==> config.mk <==
export PLATFORM = sky130hd
export DESIGN_NAME = lemming_world
export DESIGN_NICKNAME = d
export VERILOG_FILES = /design/src/rtl/lemming_world.sv
export SDC_FILE = /design/constraint.sdc
export NUM_CORES = 1
export LEC_CHECK = 0
export CAP_MARGIN = 20
export CORE_MARGIN = 5
export CORE_UTILIZATION = 28
export CTS_CLUSTER_SIZE = 24
export DETAILED_ROUTE_END_ITERATION = 16
export PLACE_DENSITY = 0.61
export SYNTH_ARGS = -nofsm -noshare
export SYNTH_HDL_FRONTEND = slang
export SYNTH_SLANG_ARGS = --single-unit
==> constraint.sdc <==
create_clock -name clk -period 7.9 [get_ports clk]
set_clock_uncertainty 0.15 [all_clocks]
set_input_delay 1.185 -clock clk [delete_from_list [all_inputs] [get_ports clk]]
set_output_delay 1.185 -clock clk [all_outputs]
set_load 0.1 [all_outputs]
==> src/rtl/lemming_world.sv <==
// Environment model around the lemmings walker FSM: tracks column and depth,
// models walls, surface holes, timed digging and timed falls, and flags
// splat and multi-hot walker outputs.
module lemming_world #(
  parameter int WIDTH       = 16,
  parameter int POS_W       = 4,
  parameter int START_POS   = 8,
  parameter int LEVELS      = 4,
  parameter int LVL_W       = 2,
  parameter int FALL_CYCLES = 4,
  parameter int DIG_CYCLES  = 3
) (
  input  logic             clk,
  input  logic             areset,
  input  logic             walk_left,
  input  logic             walk_right,
  input  logic             aaah,
  input  logic             digging,
  input  logic [WIDTH-1:0] hole_map,
  input  logic             dig_req,
  output logic             bump_left,
  output logic             bump_right,
  output logic             ground,
  output logic             dig,
  output logic [POS_W-1:0] pos,
  output logic [LVL_W-1:0] level,
  output logic             splat,
  output logic             proto_err
);

  localparam int FC_W = (FALL_CYCLES < 2) ? 1 : $clog2(FALL_CYCLES + 1);
  localparam int DC_W = (DIG_CYCLES < 2) ? 1 : $clog2(DIG_CYCLES + 1);

  typedef enum logic [1:0] {S_WALK, S_FALL, S_DIG, S_DONE} state_t;

  state_t           r_state, w_state_next;
  logic [POS_W-1:0] r_pos, w_pos_next;
  logic [LVL_W-1:0] r_level, w_level_next;
  logic [FC_W-1:0]  r_fall_cnt, w_fall_cnt_next;
  logic [DC_W-1:0]  r_dig_cnt, w_dig_cnt_next;
  logic             r_dig_pending, w_dig_pending_next;
  logic             r_splat, w_splat_next;
  logic             r_proto_err, w_proto_err_next;

  logic             w_in_walk;
  logic             w_bedrock;
  logic             w_dig_clear;
  logic [2:0]       w_n_active;

  // Walker-facing combinational outputs derived from the current state.
  always_comb begin
    w_in_walk  = (r_state == S_WALK);
    w_bedrock  = (r_level == LVL_W'(LEVELS - 1));
    w_n_active = {2'b00, walk_left} + {2'b00, walk_right} + {2'b00, aaah} + {2'b00, digging};
    bump_left  = w_in_walk & walk_left  & (r_pos == '0);
    bump_right = w_in_walk & walk_right & (r_pos == POS_W'(WIDTH - 1));
    ground     = 1'b1;
    case (r_state)
      S_WALK:  ground = ~((r_level == '0) & hole_map[r_pos]);
      S_FALL:  ground = 1'b0;
      S_DIG:   ground = ~((r_dig_cnt == DC_W'(DIG_CYCLES)) & ~w_bedrock);
      default: ground = 1'b1;
    endcase
    // A hole under the walker takes precedence over issuing a dig.
    dig = r_dig_pending & w_in_walk & ground;
  end

  // Next-state, movement and sticky-flag logic.
  always_comb begin
    w_state_next    = r_state;
    w_pos_next      = r_pos;
    w_level_next    = r_level;
    w_fall_cnt_next = r_fall_cnt;
    w_dig_cnt_next  = r_dig_cnt;
    w_splat_next    = r_splat;
    w_dig_clear     = 1'b0;
    case (r_state)
      S_WALK: begin
        if (!ground) begin
          w_state_next    = S_FALL;
          w_fall_cnt_next = '0;
        end else begin
          if (walk_left && !bump_left)
            w_pos_next = r_pos - 1'b1;
          else if (walk_right && !bump_right)
            w_pos_next = r_pos + 1'b1;
          if (digging) begin
            w_state_next   = S_DIG;
            w_dig_cnt_next = '0;
            w_dig_clear    = 1'b1;
          end else if (w_n_active == 3'd0) begin
            // A walker with every output low on solid ground has died.
            w_state_next = S_DONE;
            w_splat_next = 1'b1;
          end
        end
      end
      S_DIG: begin
        if (!ground) begin
          w_state_next    = S_FALL;
          w_fall_cnt_next = '0;
        end else if (r_dig_cnt != DC_W'(DIG_CYCLES)) begin
          w_dig_cnt_next = r_dig_cnt + 1'b1;
        end
      end
      S_FALL: begin
        if (r_fall_cnt == FC_W'(FALL_CYCLES - 1)) begin
          w_state_next = S_WALK;
          if (!w_bedrock)
            w_level_next = r_level + 1'b1;
        end else begin
          w_fall_cnt_next = r_fall_cnt + 1'b1;
        end
      end
      S_DONE: w_state_next = S_DONE;
      default: w_state_next = S_WALK;
    endcase
    // Clearing on dig entry beats a same-cycle request.
    w_dig_pending_next = w_dig_clear ? 1'b0 : (r_dig_pending | dig_req);
    w_proto_err_next   = r_proto_err | (w_n_active >= 3'd2);
  end

  // State registers with asynchronous reset.
  always_ff @(posedge clk or posedge areset) begin
    if (areset) begin
      r_state       <= S_WALK;
      r_pos         <= POS_W'(START_POS);
      r_level       <= '0;
      r_fall_cnt    <= '0;
      r_dig_cnt     <= '0;
      r_dig_pending <= 1'b0;
      r_splat       <= 1'b0;
      r_proto_err   <= 1'b0;
    end else begin
      r_state       <= w_state_next;
      r_pos         <= w_pos_next;
      r_level       <= w_level_next;
      r_fall_cnt    <= w_fall_cnt_next;
      r_dig_cnt     <= w_dig_cnt_next;
      r_dig_pending <= w_dig_pending_next;
      r_splat       <= w_splat_next;
      r_proto_err   <= w_proto_err_next;
    end
  end

  assign pos       = r_pos;
  assign level     = r_level;
  assign splat     = r_splat;
  assign proto_err = r_proto_err;

endmodule
* Word level (Yosys, flattened, before mapping)
Index checks and enable logic that the tools add are counted.
** Storage, ports and cells
- Input bits :: 23
- Word-level logic and storage cells :: 90
- Flip-flop bits (word level) :: 16
- Output and inout port bits :: 12
** Cells by class
- Order comparisons :: 2
- Bitwise gates (word level) :: 14
- $add $sub $neg :: 8
- Equality and inequality tests :: 17
- Reductions and logical operators :: 18
- Muxes and demuxes :: 23
** Operator list (number)
- $mux W2 :: 9
- $ne A2 B2 Y1 const B :: 9
- $reduce_and A3 Y1 :: 4
- $and A1 B1 Y1 :: 8
- $eq A2 B2 Y1 const B :: 4
- $mux W4 :: 2
- $pmux W2 S4 :: 1
- $mux W3 :: 2
- $pmux W3 S2 :: 1
- $reduce_bool A2 Y1 :: 3
- $lt A4 B5 Y1 const B :: 1
- $mux W1 :: 5
- $reduce_and A5 Y1 :: 1
- $add A2 B1 Y2 const B :: 2
- $add A4 B1 Y4 const B :: 1
- $bmux W1 S4 :: 1
- $eq A4 B4 Y1 const B :: 1
- $logic_not A2 Y1 :: 2
- $logic_not A4 Y1 :: 1
- $ne A4 B3 Y1 const B :: 1
- $not A1 Y1 :: 4
- $pmux W2 S2 :: 1
- $reduce_and A4 Y1 :: 1
- $sub A4 B1 Y4 const B :: 1
- 13 further kinds :: 16

* Longest topological paths before layout
Gate-level depths: netlist of the first run.
- Depth after elaboration :: 8
- Mapped depth :: 10
- Mapped depth without buffers :: 9

* Worst setup path after synthesis of the first run
Ideal clock, no wire load.
- Path kind :: reg-to-output
- Start point :: register r_pos[0] (netlist: pos[0])
- End point :: output port bump_right
- Required time :: 6.565 ns
- Cell stages (with the launch flop) :: 5
- Path buffers :: 2
- Data arrival time :: 4.271 ns
- Slack :: 2.294 ns
- Cells stage by stage :: dfrtp_1 -> buf_6 -> buf_6 -> nand4_1 -> nor4_1
** Between the ends
- Cells in the longest elaborated chain, start to end :: 2
** RTL lines
- start, declared :: RTL line 37 : logic [POS_W-1:0] r_pos, w_pos_next;
- start signal, assigned :: RTL line 127 : r_pos <= POS_W'(START_POS);
- start signal, assigned :: RTL line 136 : r_pos <= w_pos_next;
- $eq A4 B4 Y1 :: RTL line 56 : bump_right = w_in_walk & walk_right & (r_pos == POS_W'(WIDTH - 1));
- $and A1 B1 Y1 :: RTL line 56
- end, declared :: RTL line 22 : output logic bump_right,
Every way passes these cells.

* Worst setup path in the final report of the first run
- Start point :: input port hole_map[5]
- End point :: output port dig
** Between the ends
- Cells in the longest elaborated chain, start to end :: 6
** RTL lines
- start, declared :: RTL line 19 : input logic [WIDTH-1:0] hole_map,
- $bmux W1 S4 :: RTL line 59 : S_WALK: ground = ~((r_level == '0) & hole_map[r_pos]);
- $mux W1 (implied by the code) :: RTL line 59
- $and A1 B1 Y1 :: RTL line 59
- $not A1 Y1 :: RTL line 59
- $pmux W1 S3 :: RTL line 58 : case (r_state)
- $and A1 B1 Y1 :: RTL line 65 : dig = r_dig_pending & w_in_walk & ground;
- end, declared :: RTL line 24 : output logic dig,
Every way passes these cells. The select of a mux whose other input is x is not followed.

==> results.yml, run 1 <==
placed_design:
  gp_congestion: 0.7747
  numPortBuffers: 34
  dp_hpwl_um: 2276
clocking:
  cts-root-buf: "clkbuf_8"
  clock-sinks: 16
  clock_latency_ns: 0.25
  post_cts_buffers: 0
  clockBufferDepth: 2
  htree_levels: 1
  holdBufCountCts: 0
  clk_pin_slew_ns: 0.06
  cts_resized: 0
  numCtsBuffers: 3
  cts_tree: "built"
sta:
  finalHoldViolCount: 0
  holdWs_ns: 0.3215
  setup-violations-final: 0
  setup_tns_ns: 0
  slew-limit-headroom: 0.3431
  worst_pin_slew_ns: 0.9823
  finalCriticalPeriod_ns: 5.018
  drv_slew: 0
  fmax_ghz: 0.1993
  post-route-period-util: 0.6352
  grt_setup_unrepaired: "false"
floorplan:
  io_pins: 35
  dieArea_um2: 5803
  start_util: 0.2855
  die_w_um: 76.18
  die_h_um: 76.18
  row_count: 24
  core_um2: 4294
synth:
  async_reset_ff_frac: 1.000
  yosysSeqAreaShare: 0.3276
  synth_cell_types: 39
  synth-simple-area-share: 0.1806
  avgSynthCellArea_um2: 9.889
  synth.top_cell.area_share: 0.3061
  synth_warnings: 0
  netlist_instances: 124
  synthTopCellsByArea: "dfrtp_1, ha_1, mux2i_1"
  syn_nets: 159
  yosys.area_share.adder: 0.1347
  synth_top_family_by_area: "simple AND/OR/NAND/NOR gates"
  synth-edff-count: 0
  synthFlopType: "dfrtp_1"
  synth-compound-area-share: 0.1255
  yosys.area.top_type: "dfrtp_1"
  ys_seq_elements: 16
  synthMuxAreaShare: 0.1194
  synthXorXnorAreaFrac: 0.02857
  netlist_area_um2: 1226
power:
  vdd_drop_max_uv: 57.52
  power_density_nw_per_um2: 106.1
  p_leak_uw: 0.0006711
global_route:
  grt-ovfl-total: 0
  grt_pass1_wl_um: 4961
  grt_pass1_vias: 1093
  grt_max_degree: 17
  antenna_found_initial: 0
  grtUsageTotal: 0.1031
drt:
  drt_pre_antenna_iters: 4
  routedWlPerCell_um: 13.36
  routed_wl_um: 2820
  ant_nets: 0
  first_iter_violations: 43
  drc_errors: 0
  vias: 1011
  vias_per_cell: 4.791
status:
  status: "complete, no violations"
setup_path:
  cp-end-kind: "primary output"
  critPathKind: "primary input to primary output"
  crit_fanout: 7
  required_ns: 6.57
  crit_path_start_kind: "primary input"
  critPathArrivalTime_ns: 3.68
min_path:
  min_path_type: "flop to flop"
flow_run:
  drv_cap: 0
finish:
  multi_input_area_um2: 721.9
  nFillCells: 422
  nNetsFinal: 195
  syn2layout_area_growth_pct: 33.27
  ff_latch_area_um2: 401.6
  drive_above_1_share: 0.07547
  diodes: 0
[where the power goes]
part	switching [uW]	internal, uW	leakage, uW	total [uW]
Sequential	0.00000000000000743	82.0	0.000183	82.0
Clock	29.2	35.8	0.0000228	65.0
Combinational	11.0	15.3	0.000465	26.4
Total	40.2	133	0.000671	173
[cells by family after synthesis]
logic type | after synthesis
adders and majority gates | 12
muxes | 14
xor gates and xnor gates | 4
DFF | 16
buffers and inverters | 19
AOI/OAI and AO/OA | 21
and+or+nand+nor | 38
[registers in the layout (all words and copies together) (netlist names)]
signal,flops
r_dig_cnt,2
proto_err,1
r_dig_pending,1
r_fall_cnt,3
level,2
pos,4
r_state,2
splat,1
[layer usage]
| metal | wire length [um] | global-route usage | share of wire |
|---|---|---|---|
| met3 | 156 | 0.02837 | 0.055 |
| met4 | 51 | 0.04545 | 0.018 |
| met1 | 1174 | 0.1147 | 0.42 |
| met2 | 1438 | 0.1815 | 0.51 |
| met5 | 0 | 0 | 0 |
[synth_stat cells (all sizes together), types with 2 or more instances]
cell and count:
nor4 2, nand3 4, fa 2, nor2b 2, nand2 8, a21oi 3, nand4 3, a31oi 2
and2 2, ha 10, nor2 7, a41oi 2, buf 3, dfrtp 15, inv 16, xnor2 4
o21ai 6, nand2b 3, nor3 3, mux2i 12, a22oi 2, mux2 2
[layout make-up]
type | instances | area share
flip-flops and latches | 16 | 0.2458
well taps | 52 | 0.03982
multi-input cells | 89 | 0.4418
repair buffers | 34 | 0.2083
inverters | 16 | 0.03675
clock buffers | 4 | 0.02757
[critical path, stage by stage]
cell	delay, ns
clkdlybuf4s50_1	0.40
mux2i_1	0.16
a22oi_1	0.09
nand3_1	0.29
nand3_1	0.27
nor2_1	0.15
clkdlybuf4s50_1	1.14
[placed cells by master (no fill, tap or decap), drive strengths merged]
| master | n |
|---|---|
| a22oi | 2 |
| nor4 | 2 |
| clkbuf | 4 |
| a221o | 1 |
| nor4b | 1 |
| and3 | 1 |
| a21oi | 3 |
| inv | 16 |
| nand3 | 4 |
| o22a | 1 |
| and2 | 2 |
| nor2 | 7 |
| nand2 | 8 |
| ha | 10 |
| nand2b | 3 |
| a2bb2oi | 1 |
| xnor2 | 4 |
| dfstp | 1 |
| or4 | 1 |
| nand4 | 3 |
| a31oi | 2 |
| clkdlybuf4s50 | 34 |
| or2 | 1 |
| a41o | 1 |
| a41oi | 2 |
| a211oi | 1 |
| dfrtp | 15 |
| fa | 2 |
| a21o | 1 |
| nor3 | 3 |
| nor2b | 2 |
| mux2i | 12 |
| o21ai | 6 |
| mux2 | 2 |
[through the flow]
step                cells  cell area [um2]  setup WS, ns    util  power [uW]
finish                211             1634         2.882  0.3805       173.3
global route          211             1634         2.696  0.3805       180.7
CTS                   211             1634         2.879  0.3805       175.2
detailed placement    207             1589         2.892  0.3700       110.4
global placement      207             1589         2.907  0.3700       109.4
floorplan             124             1226         2.294       -       95.88
[path summary, 6_finish.rpt]
check,from,to,slack [ns],cells after the start
max in group asynchronous,areset,r_fall_cnt[1],6.04,2
min reg2reg,proto_err,proto_err,0.32,1
max reg2reg,pos[0],pos[3],4.85,9
min in group asynchronous,areset,r_fall_cnt[0],1.16,2
min,proto_err,proto_err,0.32,1
max,hole_map[5],dig,2.88,7
Note: power is estimated with default switching activity, not from simulation.
==> run 2, diff against run 1 <==
==> constraint.sdc (replaced) <==
create_clock -name clk -period 5.18 [get_ports clk]
set_clock_uncertainty 0.15 [all_clocks]
set_input_delay 0.777 -clock clk [delete_from_list [all_inputs] [get_ports clk]]
set_output_delay 0.777 -clock clk [all_outputs]
set_load 0.1 [all_outputs]
==> run 2 against run 1 <==
Compared with the run above:
- via count shrank 0.30%
- clock power increased by 69%
- first-iteration DRC count is 28% higher
- final cell count unchanged
- die area did not move
- design area rose by 0.69%
- critical path depth down 4
- count of clock-buffer cells in the layout stayed put
- power is 60% higher
- core utilization grew 0.26 points
- largest cell class unchanged
- largest power group unchanged
==> results.yml, run 2 (same netlist as run 1, synthesis figures left out) <==
status:
  status: "complete, no violations"
finish:
  nFillCells: 432
  drive_above_1_share: 0.1006
  largest_register_ffs: 4
  mostFrequentLayoutCells: "clkdlybuf4s50_1, inv_1, dfrtp_1"
  nNetsFinal: 195
  multi_input_area_um2: 728.2
  diodes: 0
  final_common_cell: "clkdlybuf4s50_1"
  ff_latch_area_um2: 401.6
  syn2layout_area_growth_pct: 34.18
min_path:
  hold_start: "proto_err"
  min_path_type: "flop to flop"
clocking:
  htree_levels: 1
  cts-root-buf: "clkbuf_8"
  clockBufferDepth: 2
  post_cts_buffers: 0
  cts_tree: "built"
  clk_pin_slew_ns: 0.06
  cts_resized: 0
  holdBufCountCts: 0
  clock-sinks: 16
  numCtsBuffers: 3
  clock_latency_ns: 0.25
sta:
  setup-violations-final: 0
  worst_pin_slew_ns: 0.9849
  fmax_ghz: 0.2693
  post-route-period-util: 0.7169
  final.setup.worst_slack_ns: 1.466
  grt_setup_unrepaired: "false"
  setup_tns_ns: 0
  finalCriticalPeriod_ns: 3.714
  finalHoldViolCount: 0
  drv_slew: 0
  slew-limit-headroom: 0.3413
flow_run:
  drv_cap: 0
setup_path:
  worstSetupStartpoint: "pos[0]"
  cp-end-kind: "primary output"
  critPathKind: "flop to primary output"
  crit_path_start_kind: "flop"
  worstPathBufferInverterCount: 1
  path_cells: "or4_4 > nor3_1 > clkdlybuf4s50_1"
  critPathArrivalTime_ns: 2.79
  required_ns: 4.25
  critical_path.slowest_cell: "clkdlybuf4s50_1"
  rr_startpoint: "pos[0]"
  critPathMaxStageDelay_ns: 1.16
  critPathTopFamily: "buffers and inverters"
  crit_fanout: 15
global_route:
  grt_max_degree: 17
  grt_pass1_wl_um: 4954
  antenna_found_initial: 0
  grt-ovfl-total: 0
  grt_pass1_vias: 1025
  grtUsageTotal: 0.1027
drt:
  vias: 1008
  first_iter_violations: 55
  routedWlPerCell_um: 13.92
  routed_wl_um: 2937
  vias_per_cell: 4.777
  ant_nets: 0
  drt_pre_antenna_iters: 4
  drc_errors: 0
power:
  power_density_nw_per_um2: 168.1
  power.share.clock: 0.398
  p_switching_uw: 60.46
  vdd_drop_max_uv: 77.46
  power_frac_comb: 0.150
  p_leak_uw: 0.0006790
  switching_share: 0.2186
  seq_power_share: 0.452
  intPower_uw: 216.1
floorplan:
  die_w_um: 76.18
  dieArea_um2: 5803
  io_pins: 35
  start_util: 0.2855
  row_count: 24
  core_um2: 4294
  die_h_um: 76.18
placed_design:
  gp_congestion: 0.8117
  pre_cts_ws_ns: 1.481
  numPortBuffers: 34
  dp_hpwl_um: 2448
-- run 2: worst paths after layout --
check	slack (ns)	to	cells past startpoint
min in group asynchronous	0.74	r_fall_cnt[1]	2
hold reg to reg	0.31	proto_err	1
hold / removal	0.31	proto_err	1
setup / recovery	1.47	bump_left	3
setup reg to reg	2.10	pos[3]	9
max in group asynchronous	3.74	pos[1]	2
-- run 2: power by group through the flow --
stage	clock [uW]	sequential [uW]	combinational [uW]
2_1_floorplan	0	127	19.0
3_3_place_gp	0	127	40.0
3_5_place_dp	0	127	42.2
4_1_cts	113	125	42.4
5_1_grt	115	125	47.1
6_report	110	125	41.6
-- run 2: layout make-up --
| cell class | count | area share |
|---|---|---|
| multi-input cells | 89 | 0.4426 |
| flip-flops and latches | 16 | 0.2441 |
| repair buffers | 34 | 0.2038 |
| well taps | 52 | 0.03954 |
| inverters | 16 | 0.03650 |
| clock buffers | 4 | 0.03346 |
-- run 2: through the flow --
step / total power [uW] / area, um2 / hold slack (ns) / util / instances
6_report: 276.6 / 1645 / 0.3137 / 0.3832 / 211
5_1_grt: 287.1 / 1645 / 0.3726 / 0.3832 / 211
2_1_floorplan: 146.3 / 1232 / 0.3057 / - / 124
4_1_cts: 280.3 / 1645 / 0.3223 / 0.3832 / 211
3_5_place_dp: 169.4 / 1590 / 0.3072 / 0.3703 / 207
3_3_place_gp: 167.2 / 1590 / 0.3009 / 0.3703 / 207
-- run 2: metal layers --
metal | global-route usage | part of all wire | vias to the layer above
met5 | 0 | 0 | -
met4 | 0.03147 | 0.014 | 0
met3 | 0.02246 | 0.041 | 5
met2 | 0.1798 | 0.52 | 18
met1 | 0.1244 | 0.42 | 479
li1 | - | - | 506
==> run 3, diff against run 2 <==
==> constraint.sdc (replaced) <==
create_clock -name clk -period 3.6 [get_ports clk]
set_clock_uncertainty 0.15 [all_clocks]
set_input_delay 0.54 -clock clk [delete_from_list [all_inputs] [get_ports clk]]
set_output_delay 0.54 -clock clk [all_outputs]
set_load 0.1 [all_outputs]
==> run 3 against run 2 <==
Compared with the run above:
- global-route usage grew 0.46 points
- wire length rose by 3.1%
- critical path type is now flop to flop
- sequential cell count unchanged
- largest power group unchanged
- highest routed layer unchanged
==> results.yml, run 3 (same netlist as run 1, synthesis figures left out) <==
finish:
  syn2layout_area_growth_pct: 36.22
  ff_latch_area_um2: 401.6
  diodes: 0
  nNetsFinal: 196
  fin_util: 0.3890
  multi_input_area_um2: 735.7
  nFillCells: 431
  mostFrequentLayoutCells: "clkdlybuf4s50_1, inv_1, dfrtp_1"
  final_common_cell: "clkdlybuf4s50_1"
  drive_above_1_share: 0.1563
  largest_register_ffs: 4
clocking:
  numCtsBuffers: 3
  clock-sinks: 16
  htree_levels: 1
  post_cts_buffers: 0
  clockBufferDepth: 2
  clock_latency_ns: 0.25
  cts_tree: "built"
  cts_resized: 0
  cts-root-buf: "clkbuf_8"
  holdBufCountCts: 0
  clk_pin_slew_ns: 0.07
power:
  p_leak_uw: 0.0007026
  vdd_drop_max_uv: 145.1
  power_density_nw_per_um2: 242.1
setup_path:
  rr_startpoint: "pos[0]"
  critPathArrivalTime_ns: 3.11
  required_ns: 3.64
  reg2reg_slack_ns: 0.53
  crit_end: "pos[3]"
  worstSetupStartpoint: "pos[0]"
  crit_path_start_kind: "flop"
  rr_worst_depth: 9
  crit_fanout: 15
  cp-end-kind: "flop"
  critPathKind: "flop to flop"
  timing.rr.end: "pos[3]"
sta:
  slew-limit-headroom: 0.3492
  finalHoldViolCount: 0
  worst_pin_slew_ns: 0.9731
  post-route-period-util: 0.8536
  setup-violations-final: 0
  fmax_ghz: 0.3254
  drv_slew: 0
  grt_setup_unrepaired: "false"
  final.setup.worst_slack_ns: 0.5271
  finalCriticalPeriod_ns: 3.073
  setup_tns_ns: 0
flow_run:
  drv_cap: 0
floorplan:
  die_h_um: 76.18
  die_w_um: 76.18
  io_pins: 35
  row_count: 24
  core_um2: 4294
  dieArea_um2: 5803
  start_util: 0.2855
drt:
  routed_wl_um: 3028
  ant_nets: 0
  drc_errors: 0
  drt_pre_antenna_iters: 4
  first_iter_violations: 50
  routedWlPerCell_um: 14.28
  vias_per_cell: 4.962
  vias: 1052
global_route:
  grt_pass1_vias: 1137
  grtUsageTotal: 0.1073
  grt_pass1_wl_um: 5230
  grt_max_degree: 17
  grt-ovfl-total: 0
  antenna_found_initial: 0
status:
  status: "complete, no violations"
min_path:
  min_path_type: "flop to flop"
placed_design:
  gp_congestion: 0.8368
  pre_cts_ws_ns: 0.4759
  dp_hpwl_um: 2449
  numPortBuffers: 34
-- run 3: changes by cell type in the layout (fill, tap and decap cells not counted) --
cell,delta
nor2_1,-1
nor3_1,-1
nor2_2,+1
buf_4,+5
buf_12,+2
nor3_2,+1
clkdlybuf4s50_1,-6
-- run 3: power breakdown --
group,leakage [uW],total (uW),switching [uW],internal (uW)
combinational,0.000490,60.8,26.1,34.6
clock,0.0000288,164,66.6,97.2
sequential,0.000183,180,0.0000000000000147,180
total,0.000703,404,92.8,312
-- run 3: per-stage QoR --
stage	hold WS, ns	area [um2]	total power, uW	cells
after floorplan	0.3030	1240	210.6	124
after global placement	0.3054	1615	241.9	208
after CTS	0.3246	1670	409.2	212
final	0.3213	1670	404.4	212
after global routing	0.3508	1670	424.2	212
after detailed placement	0.3052	1615	244.4	208
-- run 3: layer usage --
layer,global-route usage,vias up,share of wire
met2,0.1952,23,0.54
li1,-,511,-
met4,0.03671,0,0.015
met3,0.02719,7,0.034
met1,0.1198,511,0.41
met5,0,-,0
-- run 3: worst min-delay path by stage --
stage	from	endpoint	slack (ns)	depth (start not counted)
final	proto_err	proto_err	0.32	1
after detailed placement	proto_err	proto_err	0.31	1
after global routing	proto_err	proto_err	0.35	1
after global placement	proto_err	proto_err	0.31	1
after CTS	proto_err	proto_err	0.32	1
after floorplan	areset	level[0]	0.30	1
-- run 3: area by class of cell --
class	instances	share of cell area
tap	52	0.03895
sequential	16	0.2404
timing repair buffer	35	0.2112
multi-input combinational	89	0.4405
clock buffer	4	0.03296
inverter	16	0.03596
-- run 3: critical path: stages (launching register included) --
cell and delay, ns:
dfrtp_1 0.62, or4_4 0.65, o21ai_4 0.22, inv_1 0.09, ha_1 0.33, nand3_1 0.12, a221o_1 0.35, mux2i_1 0.17
nand4_1 0.13, xnor2_1 0.17
